$ cat src/rtl/uart_bridge_pkg.sv
// Shared constants, state encodings and small helpers for the UART-to-Wishbone bridge.
package uart_bridge_pkg;

    localparam logic [7:0] CMD_WRITE = 8'h01;
    localparam logic [7:0] CMD_READ  = 8'h02;
    localparam logic [7:0] RSP_OK    = 8'hA5;
    localparam logic [7:0] RSP_ERR   = 8'hEE;

    typedef enum logic [2:0] {
        ST_IDLE = 3'd0,
        ST_ADDR = 3'd1,
        ST_DATA = 3'd2,
        ST_BUS  = 3'd3,
        ST_RESP = 3'd4
    } bridge_state_e;

    typedef enum logic [1:0] {
        TX_IDLE  = 2'd0,
        TX_ISSUE = 2'd1,
        TX_GAP   = 2'd2,
        TX_DRAIN = 2'd3
    } tx_state_e;

    // True for the two opcodes the bridge understands.
    function automatic logic is_known_cmd(input logic [7:0] b);
        return (b == CMD_WRITE) || (b == CMD_READ);
    endfunction

    // Byte i of a little-endian 32-bit word.
    function automatic logic [7:0] byte_of(input logic [31:0] w, input logic [1:0] i);
        logic [7:0] r;
        case (i)
            2'd0:    r = w[7:0];
            2'd1:    r = w[15:8];
            2'd2:    r = w[23:16];
            2'd3:    r = w[31:24];
            default: r = 8'h00;
        endcase
        return r;
    endfunction

endpackage

$ cat src/rtl/async_receiver.sv
// Serial byte receiver: 8N1, mid-bit sampling, data held until RxD_clear.
module async_receiver #(
    parameter int CLK_FREQ = 50_000_000,
    parameter int BAUD     = 115200
) (
    input  logic       clk_i,
    input  logic       rst_ni,
    input  logic       RxD,
    input  logic       RxD_clear,
    output logic       RxD_data_ready,
    output logic [7:0] RxD_data
);

    localparam int         CLKS      = CLK_FREQ / BAUD;
    localparam logic [15:0] BIT_LAST  = 16'(CLKS - 1);
    localparam logic [15:0] HALF_LAST = 16'(CLKS / 2 - 1);

    typedef enum logic [1:0] {RX_IDLE, RX_START, RX_DATA, RX_STOP} rx_state_e;

    rx_state_e   state_r;
    logic        rxd_meta_r;
    logic        rxd_sync_r;
    logic [15:0] cnt_r;
    logic [2:0]  bits_r;
    logic [7:0]  shift_r;
    logic [7:0]  data_r;
    logic        ready_r;

    assign RxD_data_ready = ready_r;
    assign RxD_data       = data_r;

    // Two-flop synchroniser for the asynchronous serial input.
    always_ff @(posedge clk_i or negedge rst_ni) begin
        if (!rst_ni) begin
            rxd_meta_r <= 1'b1;
            rxd_sync_r <= 1'b1;
        end else begin
            rxd_meta_r <= RxD;
            rxd_sync_r <= rxd_meta_r;
        end
    end

    // Frame receiver: find start edge, sample each bit mid-period, check stop bit.
    always_ff @(posedge clk_i or negedge rst_ni) begin
        if (!rst_ni) begin
            state_r <= RX_IDLE;
            cnt_r   <= 16'd0;
            bits_r  <= 3'd0;
            shift_r <= 8'h00;
            data_r  <= 8'h00;
            ready_r <= 1'b0;
        end else begin
            if (RxD_clear) begin
                ready_r <= 1'b0;
            end
            case (state_r)
                RX_IDLE: begin
                    cnt_r <= 16'd0;
                    if (!rxd_sync_r) begin
                        state_r <= RX_START;
                    end
                end
                RX_START: begin
                    if (cnt_r == HALF_LAST) begin
                        cnt_r <= 16'd0;
                        bits_r <= 3'd0;
                        state_r <= rxd_sync_r ? RX_IDLE : RX_DATA;
                    end else begin
                        cnt_r <= cnt_r + 16'd1;
                    end
                end
                RX_DATA: begin
                    if (cnt_r == BIT_LAST) begin
                        cnt_r   <= 16'd0;
                        shift_r <= {rxd_sync_r, shift_r[7:1]};
                        if (bits_r == 3'd7) begin
                            state_r <= RX_STOP;
                        end else begin
                            bits_r <= bits_r + 3'd1;
                        end
                    end else begin
                        cnt_r <= cnt_r + 16'd1;
                    end
                end
                RX_STOP: begin
                    if (cnt_r == BIT_LAST) begin
                        cnt_r   <= 16'd0;
                        state_r <= RX_IDLE;
                        if (rxd_sync_r) begin
                            data_r  <= shift_r;
                            ready_r <= 1'b1;
                        end
                    end else begin
                        cnt_r <= cnt_r + 16'd1;
                    end
                end
                default: state_r <= RX_IDLE;
            endcase
        end
    end

endmodule

$ cat src/rtl/async_transmitter.sv
// Serial byte transmitter: 8N1; TxD_busy rises the cycle after TxD_start is accepted.
module async_transmitter #(
    parameter int CLK_FREQ = 50_000_000,
    parameter int BAUD     = 115200
) (
    input  logic       clk_i,
    input  logic       rst_ni,
    input  logic       TxD_start,
    input  logic [7:0] TxD_data,
    output logic       TxD,
    output logic       TxD_busy
);

    localparam int          CLKS     = CLK_FREQ / BAUD;
    localparam logic [15:0] BIT_LAST = 16'(CLKS - 1);

    logic        txd_r;
    logic        busy_r;
    logic [8:0]  shift_r;
    logic [15:0] cnt_r;
    logic [3:0]  bits_r;

    assign TxD      = txd_r;
    assign TxD_busy = busy_r;

    // Shift out start bit, 8 data bits LSB first, then the stop bit.
    always_ff @(posedge clk_i or negedge rst_ni) begin
        if (!rst_ni) begin
            txd_r   <= 1'b1;
            busy_r  <= 1'b0;
            shift_r <= 9'h1FF;
            cnt_r   <= 16'd0;
            bits_r  <= 4'd0;
        end else if (!busy_r) begin
            if (TxD_start) begin
                txd_r   <= 1'b0;
                shift_r <= {1'b1, TxD_data};
                cnt_r   <= 16'd0;
                bits_r  <= 4'd0;
                busy_r  <= 1'b1;
            end else begin
                txd_r <= 1'b1;
            end
        end else if (cnt_r == BIT_LAST) begin
            cnt_r <= 16'd0;
            if (bits_r == 4'd9) begin
                busy_r <= 1'b0;
            end else begin
                txd_r   <= shift_r[0];
                shift_r <= {1'b1, shift_r[8:1]};
                bits_r  <= bits_r + 4'd1;
            end
        end else begin
            cnt_r <= cnt_r + 16'd1;
        end
    end

endmodule

$ cat src/rtl/uart_bridge_tx_ser.sv
// Response serialiser: feeds a 1- or 4-byte buffer to the UART transmitter.
module uart_bridge_tx_ser
    import uart_bridge_pkg::*;
(
    input  logic        clk_i,
    input  logic        rst_ni,
    input  logic        go_i,
    input  logic [31:0] buf_i,
    input  logic [2:0]  len_i,
    input  logic        tx_busy_i,
    output logic        tx_start_o,
    output logic [7:0]  tx_data_o,
    output logic        done_o
);

    tx_state_e   state_r;
    logic [31:0] buf_r;
    logic [1:0]  last_r;
    logic [1:0]  idx_r;
    logic        start_r;
    logic [7:0]  data_r;
    logic        done_r;

    assign tx_start_o = start_r;
    assign tx_data_o  = data_r;
    assign done_o     = done_r;

    // Issue a start only while the transmitter is idle, then skip one cycle
    // so its busy flag has time to assert before it is sampled again.
    always_ff @(posedge clk_i or negedge rst_ni) begin
        if (!rst_ni) begin
            state_r <= TX_IDLE;
            buf_r   <= 32'h0;
            last_r  <= 2'd0;
            idx_r   <= 2'd0;
            start_r <= 1'b0;
            data_r  <= 8'h00;
            done_r  <= 1'b0;
        end else begin
            start_r <= 1'b0;
            done_r  <= 1'b0;
            case (state_r)
                TX_IDLE: begin
                    if (go_i) begin
                        buf_r  <= buf_i;
                        last_r <= 2'(len_i - 3'd1);
                        idx_r  <= 2'd0;
                        if (!tx_busy_i) begin
                            start_r <= 1'b1;
                            data_r  <= buf_i[7:0];
                            state_r <= TX_GAP;
                        end else begin
                            state_r <= TX_ISSUE;
                        end
                    end
                end
                TX_ISSUE: begin
                    if (!tx_busy_i) begin
                        start_r <= 1'b1;
                        data_r  <= byte_of(buf_r, idx_r);
                        state_r <= TX_GAP;
                    end
                end
                TX_GAP: begin
                    state_r <= TX_DRAIN;
                end
                TX_DRAIN: begin
                    if (!tx_busy_i) begin
                        if (idx_r == last_r) begin
                            done_r  <= 1'b1;
                            state_r <= TX_IDLE;
                        end else begin
                            idx_r   <= idx_r + 2'd1;
                            start_r <= 1'b1;
                            data_r  <= byte_of(buf_r, idx_r + 2'd1);
                            state_r <= TX_GAP;
                        end
                    end
                end
                default: state_r <= TX_IDLE;
            endcase
        end
    end

endmodule

$ cat src/rtl/uart_wb_bridge.sv
// UART-to-Wishbone debug bridge: byte commands in, single Wishbone transfer, byte reply out.
module uart_wb_bridge
    import uart_bridge_pkg::*;
#(
    parameter int ADDR_WIDTH   = 32,
    parameter int DATA_WIDTH   = 32,
    parameter int CLK_FREQ     = 50_000_000,
    parameter int BAUD         = 115200,
    parameter int BUS_TIMEOUT  = 1024,
    parameter int BYTE_TIMEOUT = 65536
) (
    input  logic                    clk_i,
    input  logic                    rst_ni,
    output logic                    wb_cyc_o,
    output logic                    wb_stb_o,
    output logic                    wb_we_o,
    output logic [ADDR_WIDTH-1:0]   wb_adr_o,
    output logic [DATA_WIDTH-1:0]   wb_dat_o,
    output logic [DATA_WIDTH/8-1:0] wb_sel_o,
    input  logic [DATA_WIDTH-1:0]   wb_dat_i,
    input  logic                    wb_ack_i,
    input  logic                    uart_rxd_i,
    output logic                    uart_txd_o,
    output logic                    busy_o
);

    localparam int BUS_CNT_W  = $clog2(BUS_TIMEOUT + 1);
    localparam int BYTE_CNT_W = $clog2(BYTE_TIMEOUT + 1);
    localparam logic [BUS_CNT_W-1:0]  BUS_LAST = BUS_CNT_W'(BUS_TIMEOUT - 1);
    localparam logic [BYTE_CNT_W-1:0] BYTE_MAX = BYTE_CNT_W'(BYTE_TIMEOUT);

    bridge_state_e           state_r;
    logic                    op_write_r;
    logic [1:0]              cnt_r;
    logic [31:0]             addr_sh_r;
    logic [31:0]             data_sh_r;
    logic [31:0]             addr_next_s;
    logic [31:0]             data_next_s;
    logic                    cyc_r;
    logic                    stb_r;
    logic                    we_r;
    logic [ADDR_WIDTH-1:0]   adr_r;
    logic [DATA_WIDTH-1:0]   dat_r;
    logic [DATA_WIDTH/8-1:0] sel_r;
    logic                    busy_r;
    logic [BUS_CNT_W-1:0]    bus_cnt_r;
    logic [BYTE_CNT_W-1:0]   byte_cnt_r;
    logic [31:0]             resp_buf_r;
    logic [2:0]              resp_len_r;
    logic                    ser_go_r;
    logic                    ser_done_s;
    logic                    rx_ready_s;
    logic [7:0]              rx_data_s;
    logic                    rx_clear_r;
    logic                    byte_vld_s;
    logic                    tx_start_s;
    logic [7:0]              tx_data_s;
    logic                    tx_busy_s;

    // data_ready stays high during the clear cycle, so mask it to count each byte once.
    assign byte_vld_s  = rx_ready_s & ~rx_clear_r;
    assign addr_next_s = {rx_data_s, addr_sh_r[31:8]};
    assign data_next_s = {rx_data_s, data_sh_r[31:8]};

    assign wb_cyc_o = cyc_r;
    assign wb_stb_o = stb_r;
    assign wb_we_o  = we_r;
    assign wb_adr_o = adr_r;
    assign wb_dat_o = dat_r;
    assign wb_sel_o = sel_r;
    assign busy_o   = busy_r;

    async_receiver #(.CLK_FREQ(CLK_FREQ), .BAUD(BAUD)) u_rx (
        .clk_i          (clk_i),
        .rst_ni         (rst_ni),
        .RxD            (uart_rxd_i),
        .RxD_clear      (rx_clear_r),
        .RxD_data_ready (rx_ready_s),
        .RxD_data       (rx_data_s)
    );

    async_transmitter #(.CLK_FREQ(CLK_FREQ), .BAUD(BAUD)) u_tx (
        .clk_i     (clk_i),
        .rst_ni    (rst_ni),
        .TxD_start (tx_start_s),
        .TxD_data  (tx_data_s),
        .TxD       (uart_txd_o),
        .TxD_busy  (tx_busy_s)
    );

    uart_bridge_tx_ser u_ser (
        .clk_i      (clk_i),
        .rst_ni     (rst_ni),
        .go_i       (ser_go_r),
        .buf_i      (resp_buf_r),
        .len_i      (resp_len_r),
        .tx_busy_i  (tx_busy_s),
        .tx_start_o (tx_start_s),
        .tx_data_o  (tx_data_s),
        .done_o     (ser_done_s)
    );

    // Inter-byte idle counter: cleared by every captured byte, saturates at the limit.
    always_ff @(posedge clk_i or negedge rst_ni) begin
        if (!rst_ni) begin
            byte_cnt_r <= '0;
        end else if (byte_vld_s) begin
            byte_cnt_r <= '0;
        end else if (byte_cnt_r != BYTE_MAX) begin
            byte_cnt_r <= byte_cnt_r + BYTE_CNT_W'(1);
        end
    end

    // Command FSM with registered Wishbone, busy and serialiser controls.
    always_ff @(posedge clk_i or negedge rst_ni) begin
        if (!rst_ni) begin
            state_r    <= ST_IDLE;
            op_write_r <= 1'b0;
            cnt_r      <= 2'd0;
            addr_sh_r  <= 32'h0;
            data_sh_r  <= 32'h0;
            cyc_r      <= 1'b0;
            stb_r      <= 1'b0;
            we_r       <= 1'b0;
            adr_r      <= '0;
            dat_r      <= '0;
            sel_r      <= '0;
            busy_r     <= 1'b0;
            bus_cnt_r  <= '0;
            resp_buf_r <= 32'h0;
            resp_len_r <= 3'd1;
            ser_go_r   <= 1'b0;
            rx_clear_r <= 1'b0;
        end else begin
            rx_clear_r <= byte_vld_s;
            ser_go_r   <= 1'b0;
            case (state_r)
                ST_IDLE: begin
                    if (byte_vld_s) begin
                        busy_r <= 1'b1;
                        if (is_known_cmd(rx_data_s)) begin
                            op_write_r <= (rx_data_s == CMD_WRITE);
                            cnt_r      <= 2'd0;
                            state_r    <= ST_ADDR;
                        end else begin
                            resp_buf_r <= {24'h0, RSP_ERR};
                            resp_len_r <= 3'd1;
                            ser_go_r   <= 1'b1;
                            state_r    <= ST_RESP;
                        end
                    end
                end
                ST_ADDR: begin
                    if (byte_vld_s) begin
                        addr_sh_r <= addr_next_s;
                        cnt_r     <= cnt_r + 2'd1;
                        if (cnt_r == 2'd3) begin
                            if (op_write_r) begin
                                state_r <= ST_DATA;
                            end else begin
                                cyc_r     <= 1'b1;
                                stb_r     <= 1'b1;
                                we_r      <= 1'b0;
                                sel_r     <= '1;
                                adr_r     <= ADDR_WIDTH'(addr_next_s);
                                dat_r     <= '0;
                                bus_cnt_r <= '0;
                                state_r   <= ST_BUS;
                            end
                        end
                    end else if (byte_cnt_r == BYTE_MAX) begin
                        busy_r  <= 1'b0;
                        state_r <= ST_IDLE;
                    end
                end
                ST_DATA: begin
                    if (byte_vld_s) begin
                        data_sh_r <= data_next_s;
                        cnt_r     <= cnt_r + 2'd1;
                        if (cnt_r == 2'd3) begin
                            cyc_r     <= 1'b1;
                            stb_r     <= 1'b1;
                            we_r      <= 1'b1;
                            sel_r     <= '1;
                            adr_r     <= ADDR_WIDTH'(addr_sh_r);
                            dat_r     <= DATA_WIDTH'(data_next_s);
                            bus_cnt_r <= '0;
                            state_r   <= ST_BUS;
                        end
                    end else if (byte_cnt_r == BYTE_MAX) begin
                        busy_r  <= 1'b0;
                        state_r <= ST_IDLE;
                    end
                end
                ST_BUS: begin
                    // Ack wins over a timeout expiring in the same cycle.
                    if (wb_ack_i) begin
                        cyc_r    <= 1'b0;
                        stb_r    <= 1'b0;
                        we_r     <= 1'b0;
                        sel_r    <= '0;
                        ser_go_r <= 1'b1;
                        state_r  <= ST_RESP;
                        if (we_r) begin
                            resp_buf_r <= {24'h0, RSP_OK};
                            resp_len_r <= 3'd1;
                        end else begin
                            resp_buf_r <= 32'(wb_dat_i);
                            resp_len_r <= 3'd4;
                        end
                    end else if (bus_cnt_r == BUS_LAST) begin
                        cyc_r      <= 1'b0;
                        stb_r      <= 1'b0;
                        we_r       <= 1'b0;
                        sel_r      <= '0;
                        resp_buf_r <= {24'h0, RSP_ERR};
                        resp_len_r <= 3'd1;
                        ser_go_r   <= 1'b1;
                        state_r    <= ST_RESP;
                    end else begin
                        bus_cnt_r <= bus_cnt_r + BUS_CNT_W'(1);
                    end
                end
                ST_RESP: begin
                    if (ser_done_s) begin
                        busy_r  <= 1'b0;
                        state_r <= ST_IDLE;
                    end
                end
                default: begin
                    cyc_r   <= 1'b0;
                    stb_r   <= 1'b0;
                    we_r    <= 1'b0;
                    sel_r   <= '0;
                    busy_r  <= 1'b0;
                    state_r <= ST_IDLE;
                end
            endcase
        end
    end

endmodule

$ cat config.mk
export PLATFORM = sky130hd
export DESIGN_NAME = uart_wb_bridge
export DESIGN_NICKNAME = d
export VERILOG_FILES = /design/src/rtl/uart_bridge_pkg.sv /design/src/rtl/async_receiver.sv /design/src/rtl/async_transmitter.sv /design/src/rtl/uart_bridge_tx_ser.sv /design/src/rtl/uart_wb_bridge.sv
export SDC_FILE = /design/constraint.sdc
export NUM_CORES = 1
export LEC_CHECK = 0
export CORE_AREA = 8 8 184 186
export CTS_CLUSTER_DIAMETER = 200
export DETAILED_ROUTE_END_ITERATION = 8
export DIE_AREA = 0 0 192 194
export PLACE_DENSITY_LB_ADDON = 0.05
export SLEW_MARGIN = 20
export SYNTH_ARGS = -nofsm -noshare
export SYNTH_HDL_FRONTEND = slang
export SYNTH_SLANG_ARGS = --single-unit
$ cat constraint.sdc
create_clock -name clk_i -period 5.86 [get_ports clk_i]
set_clock_uncertainty 0.2 [all_clocks]
set_input_delay 0.879 -clock clk_i [delete_from_list [all_inputs] [get_ports clk_i]]
set_output_delay 0.879 -clock clk_i [all_outputs]
set_load 0.02 [all_outputs]
# After elaboration in Yosys (flattened, before gate mapping)
# Index checks and enable logic that the tools add are counted.
# totals
regBits,324
out_inout_bits,73
word_cells,289
# classes
add_sub_neg,9
eq_ne,58
mux,143
bitwise_logic,4
reduce_logical,38
# ops
operator,n
$mux 32,15
$pmux 32 s2,3
$mux 16,5
$mux 11,7
$pmux 8 s4,2
$pmux 16 s3,1
$mux 4,11
$mux 2,21
$mux 8,5
$ne 2x2->1 const B,20
$mux 1,39
$mux 3,13
$mux 9,4
$mux 17,2
$pmux 11 s3,1
$add 16x1->16 const B,2
$eq 16x9->1 const B,2
$pmux 8 s3,1
$eq 2x2->1 const B,9
$add 17x1->17 const B,1
$eq 17x17->1 const B,1
$ne 17x17->1 const B,1
$eq 16x8->1 const B,1
$pmux 2 s4,2
other kinds (38),83

# Logic depth before layout (Yosys ltp)
# depth
word_depth,6
depth_mapped,8
ltp_nobuf,7

# By module
# A second synthesis with hierarchy kept.
# unflattened
hier_cells,1252
area_unflattened_um2,14174.8
# by_module_without_submodules
mod,instances,cells_per_inst,area_per_inst_um2,seq_area_each_um2
uart_wb_bridge,1,666,8139.1,4830.9
uart_bridge_tx_ser,1,261,2443.6,1201.2
async_receiver,1,168,1968.1,1003.5
async_transmitter,1,157,1624.1,762.0

# Worst setup path after synthesis
# No wires, ideal clock.
# synth_timing
path_kind,register to register
from,register u_rx.cnt_r[10]
to,register u_rx.bits_r[2]
setup_time_ns,0.125
arrival_time_ns,2.115
t_required_ns,5.535
setup_slack_ns,3.420
path_stages_with_launch,6
period_less_slack_ns,2.440
path_cell_list,dfrtp_1 > or4_4 > nor4_4 > nand3_4 > o22a_4 > mux2_4
# synth_between
elab_chain_len,3
elab_cells_between_ends,5
classes_between,eq/ne: 4; reduce/logical: 1
# synth_lines
element,line_no,source
start: declaration,async_receiver.sv:23,logic [15:0] cnt_r;
start signal: assignment,async_receiver.sv:69,cnt_r <= cnt_r + 16'd1;
start signal: assignment,async_receiver.sv:82,cnt_r <= cnt_r + 16'd1;
start signal: assignment,async_receiver.sv:94,cnt_r <= cnt_r + 16'd1;
$eq 16x9->1 or $eq 16x8->1 (tied branches),"async_receiver.sv:73, async_receiver.sv:64",
$ne 2x1->1 (no source line),-,
$reduce_and 4->1 (no source line) (*),-,
end signal: assignment,async_receiver.sv:79,bits_r <= bits_r + 3'd1;
end: declaration,async_receiver.sv:24,logic [2:0] bits_r;
# Mark *: on every way between the ends. The rest lies on a longest branch, timed or not.
# A chain may end at the register's enable or synchronous reset.

# Final worst setup path
# layout_timing
from,register state_r[2]
to,register bus_cnt_r[7]
# layout_between
elab_chain_len,3
elab_cells_between_ends,13
classes_between,eq/ne: 10; mux: 1; reduce/logical: 2
# layout_lines
element,line_no,source
start: declaration,uart_wb_bridge.sv:32,bridge_state_e state_r;
start signal: assignment,uart_wb_bridge.sv:117,state_r <= ST_IDLE;
start signal: assignment,uart_wb_bridge.sv:144,state_r <= ST_ADDR;
start signal: assignment,uart_wb_bridge.sv:149,state_r <= ST_RESP;
$eq 3x2->1 or $eq 3x1->1 (tied branches),uart_wb_bridge.sv:137,case (state_r)
$ne 2x2->1 (no source line) or $reduce_bool 3->1 (tied branches),-,
$reduce_and 8->1 (no source line),-,
end signal: assignment,uart_wb_bridge.sv:221,bus_cnt_r <= bus_cnt_r + BUS_CNT_W'(1);
end: declaration,uart_wb_bridge.sv:46,logic [BUS_CNT_W-1:0] bus_cnt_r;
# Parallel ways exist; a longest one is shown, timed or not.

==> run_results.csv <==
group,metric,value,unit
routing,viasPerCell,5.434,
grt,grt_pass1_vias,9356,
clocking,h-tree-depth,2,
critical_path,critPathMaxStageDelay,0.92,ns
power,pwr-share-seq,47.9,%
sta,finalSetupViolCount,0,
clocking,clock-root-buffer,"clkbuf_16",
floorplan,die_area,37250,um2
critical_path,required,6.07,ns
critical_path,setup.worst_path.class,"reg2reg",
grt,antenna_found_initial,0,
routing,first_pass_iters,8,
yosys,synth-seq-cells,309,
routing,route.detailed.drc,0,
floorplan,start_util,44.18,%
grt,grt_pass1_wl,50380,um
power,p_sw_share,20.16,%
placement,portBuffers,108,
clocking,insertion_delay,0.51,ns
clocking,cts_hold_buf,0,
critical_path,rr_startpoint,"state_r[2]",
routing,num_vias,9531,
yosys,yosys-top-cells-count,"297 x dfrtp_1, 173 x nand2_1, 107 x o21ai_0",
sta,fin_tns_setup,0,ns
yosys,synth_area_leader_cell,"dfrtp_1",
final_layout,fill_cells,2804,
yosys,synth-main-ff-cell,"dfrtp_1",
power,clkPwrFrac,50.5,%
yosys,ys_warn_count,0,
critical_path,rr_endpoint,"bus_cnt_r[7]",
placement,detailed_place_hpwl,19730,um
critical_path,endpoint_kind,"register",
clocking,clock_path_buffers,3,
sta,timing.final.crit_period,3.508,ns
placement,place.gp.congestion,0.8014,
sta,grt_setup_unrepaired,"no",
sta,max_freq,285.1,MHz
sta,drv_slew,0,
clocking,cts_sinks,309,
sta,post-route-period-util,59.86,%
grt,grt_max_degree,112,
power,p_int,3.560,mW
sta,hold_violations,0,
critical_path,critical_path.startpoint_type,"register",
hold_path,hp-class,"in2async",
grt,overflow,0,
routing,ant_nets,0,
clocking,clkTransAtPathRegs,0.06,ns
power,p_leak,7.337,nW
yosys,async_flop_share,100.0,%
clocking,cts_tree,"done",
routing,wire_per_inst,17.14,um
yosys,syn_area_per_cell,11.07,um2
critical_path,critPathTopFamily,"compound AO/OA/AOI/OAI gates",
yosys,netlist_area,13730,um2
floorplan,die_h,194,um
critical_path,crit_path_top_delay_cell,"o211a_1",
routing,wl,30070,um
yosys,synth_cell_types,60,
critical_path,critPathMaxFanout,33,
routing,drt-initial-drc-count,770,
clocking,cts-resized-gates,0,
yosys,ys_seq_area_share,56.44,%
floorplan,die_x,192,um
floorplan,core-area,31070,um2
final_layout,fin_util,52.67,%
power,pwr-share-comb,1.6,%
critical_path,path_buf_inv,0,
flow_run,drv_cap,0,
yosys,post-synth-top-count-cell,"dfrtp_1",
yosys,synth_area_leaders,"dfrtp_1 54%, mux2_2 8.6%, nand2_1 4.7%, o21ai_0 3.9%, mux2i_1 3.1%",
power,vdd_drop_max,0.0002180,V
sta,tightest_slew,1.029,ns
clocking,cts_setup_buffers,0,
final_layout,fin_nets,1381,
final_layout,drive_above_1_share,15.09,%
floorplan,ios,109,
critical_path,ff2ff_path_depth,5,
yosys,synth_top_area_share,54.15,%
critical_path,reg2reg_slack,2.35,ns
yosys,synthCells,1240,
power,p_total,4.459,mW
sta,max_slew_margin,31.39,%
grt,grt_usage,16.14,%
final_layout,diodes,0,
power,p_per_area,272.5,nW/um2
critical_path,cp.arrival,3.72,ns
floorplan,rows,65,
clocking,cts_buffers,35,
critical_path,worstPathCellList,"nor3b_2, o211a_1, o32ai_2, or4_1, a21oi_1",
outcome,outcome,"complete, no violations",
yosys,syn-num-nets,1295,
power,p_sw,898.9,uW
yosys,synth_edf_count,0,
final_layout,area_delta_synth_final,19.22,%
registers in the layout, indices dropped and copies added (netlist names), 16 cells and up, named ones only:
register / count
addr_sh_r: 32
resp_buf_r: 32
u_ser.buf_r: 32
wb_adr_o: 32
wb_dat_o: 32
data_sh_r: 24
byte_cnt_r: 17
u_rx.cnt_r: 16
u_tx.cnt_r: 16
worst max-delay path by stage:
stage / start / to / slack [ns] / cells after the start
5_1_grt: state_r[2] / bus_cnt_r[7] / 2.13 / 5
4_1_cts: state_r[2] / bus_cnt_r[7] / 2.38 / 5
6_report: state_r[2] / bus_cnt_r[7] / 2.35 / 5
3_3_place_gp: state_r[2] / bus_cnt_r[7] / 2.44 / 5
2_1_floorplan: u_rx.cnt_r[10] / u_rx.bits_r[2] / 3.42 / 5
3_5_place_dp: state_r[2] / bus_cnt_r[7] / 2.42 / 5
layout by cell type (no fill, tap or decap), drive strengths merged, types with 19 or more instances in the layout:
cell type	n
nor2	62
a21oi	40
o21ai	107
clkbuf	54
nand2	173
a22o	26
dfrtp	297
inv	26
nand3	54
mux2i	42
clkdlybuf4s50	107
xor2	19
mux2	106
ha	19
per-layer routing:
metal,global-route usage [%],part of all wire (%),vias to the layer above
met5,0,0,-
met2,23.72,44,168
met1,24.38,50,4718
met3,3.022,4.4,40
met4,3.509,1.4,0
li1,-,-,4605
layout make-up:
cell class | instances | area [um2] | area share (%)
timing repair buffer | 118 | 1174 | 7.172
sequential | 309 | 7747 | 47.34
tap | 402 | 503.0 | 3.074
multi-input combinational | 836 | 5628 | 34.39
clock buffer | 54 | 1120 | 6.843
inverter | 26 | 97.59 | 0.5964
clock inverter | 9 | 95.09 | 0.5811
per-stage QoR:
step | worst slack (ns) | instances | area, um2 | hold slack (ns)
final | 2.352 | 1754 | 16360 | 0.1285
after detailed placement | 2.419 | 1691 | 15140 | 0.1639
after global routing | 2.132 | 1754 | 16360 | 0.1682
after global placement | 2.440 | 1691 | 15140 | 0.1663
after CTS | 2.378 | 1754 | 16360 | 0.1682
after floorplan | 3.420 | 1240 | 13730 | 0.1452
power by group through the flow:
stage / logic, mW / clock network [mW] / registers (mW)
2_1_floorplan: 0.00134 / 0 / 2.17
3_3_place_gp: 0.0756 / 0 / 2.17
3_5_place_dp: 0.0748 / 0 / 2.17
4_1_cts: 0.0749 / 2.32 / 2.14
5_1_grt: 0.0813 / 2.41 / 2.13
6_report: 0.0701 / 2.25 / 2.14
cells by family (layout without fill, tap and decap cells):
group           after synthesis  after routing  synth area share (%)
compound gates              245            245                 11.55
xor+xnor                     30             30                 1.914
fa+ha+maj                    19             19                 1.732
buf+inv                      95            207                 2.780
flops                       309            309                 56.44
mux                         148            148                 11.79
simple gates                394            394                 13.79
Note: power is estimated with default switching activity, not from simulation.
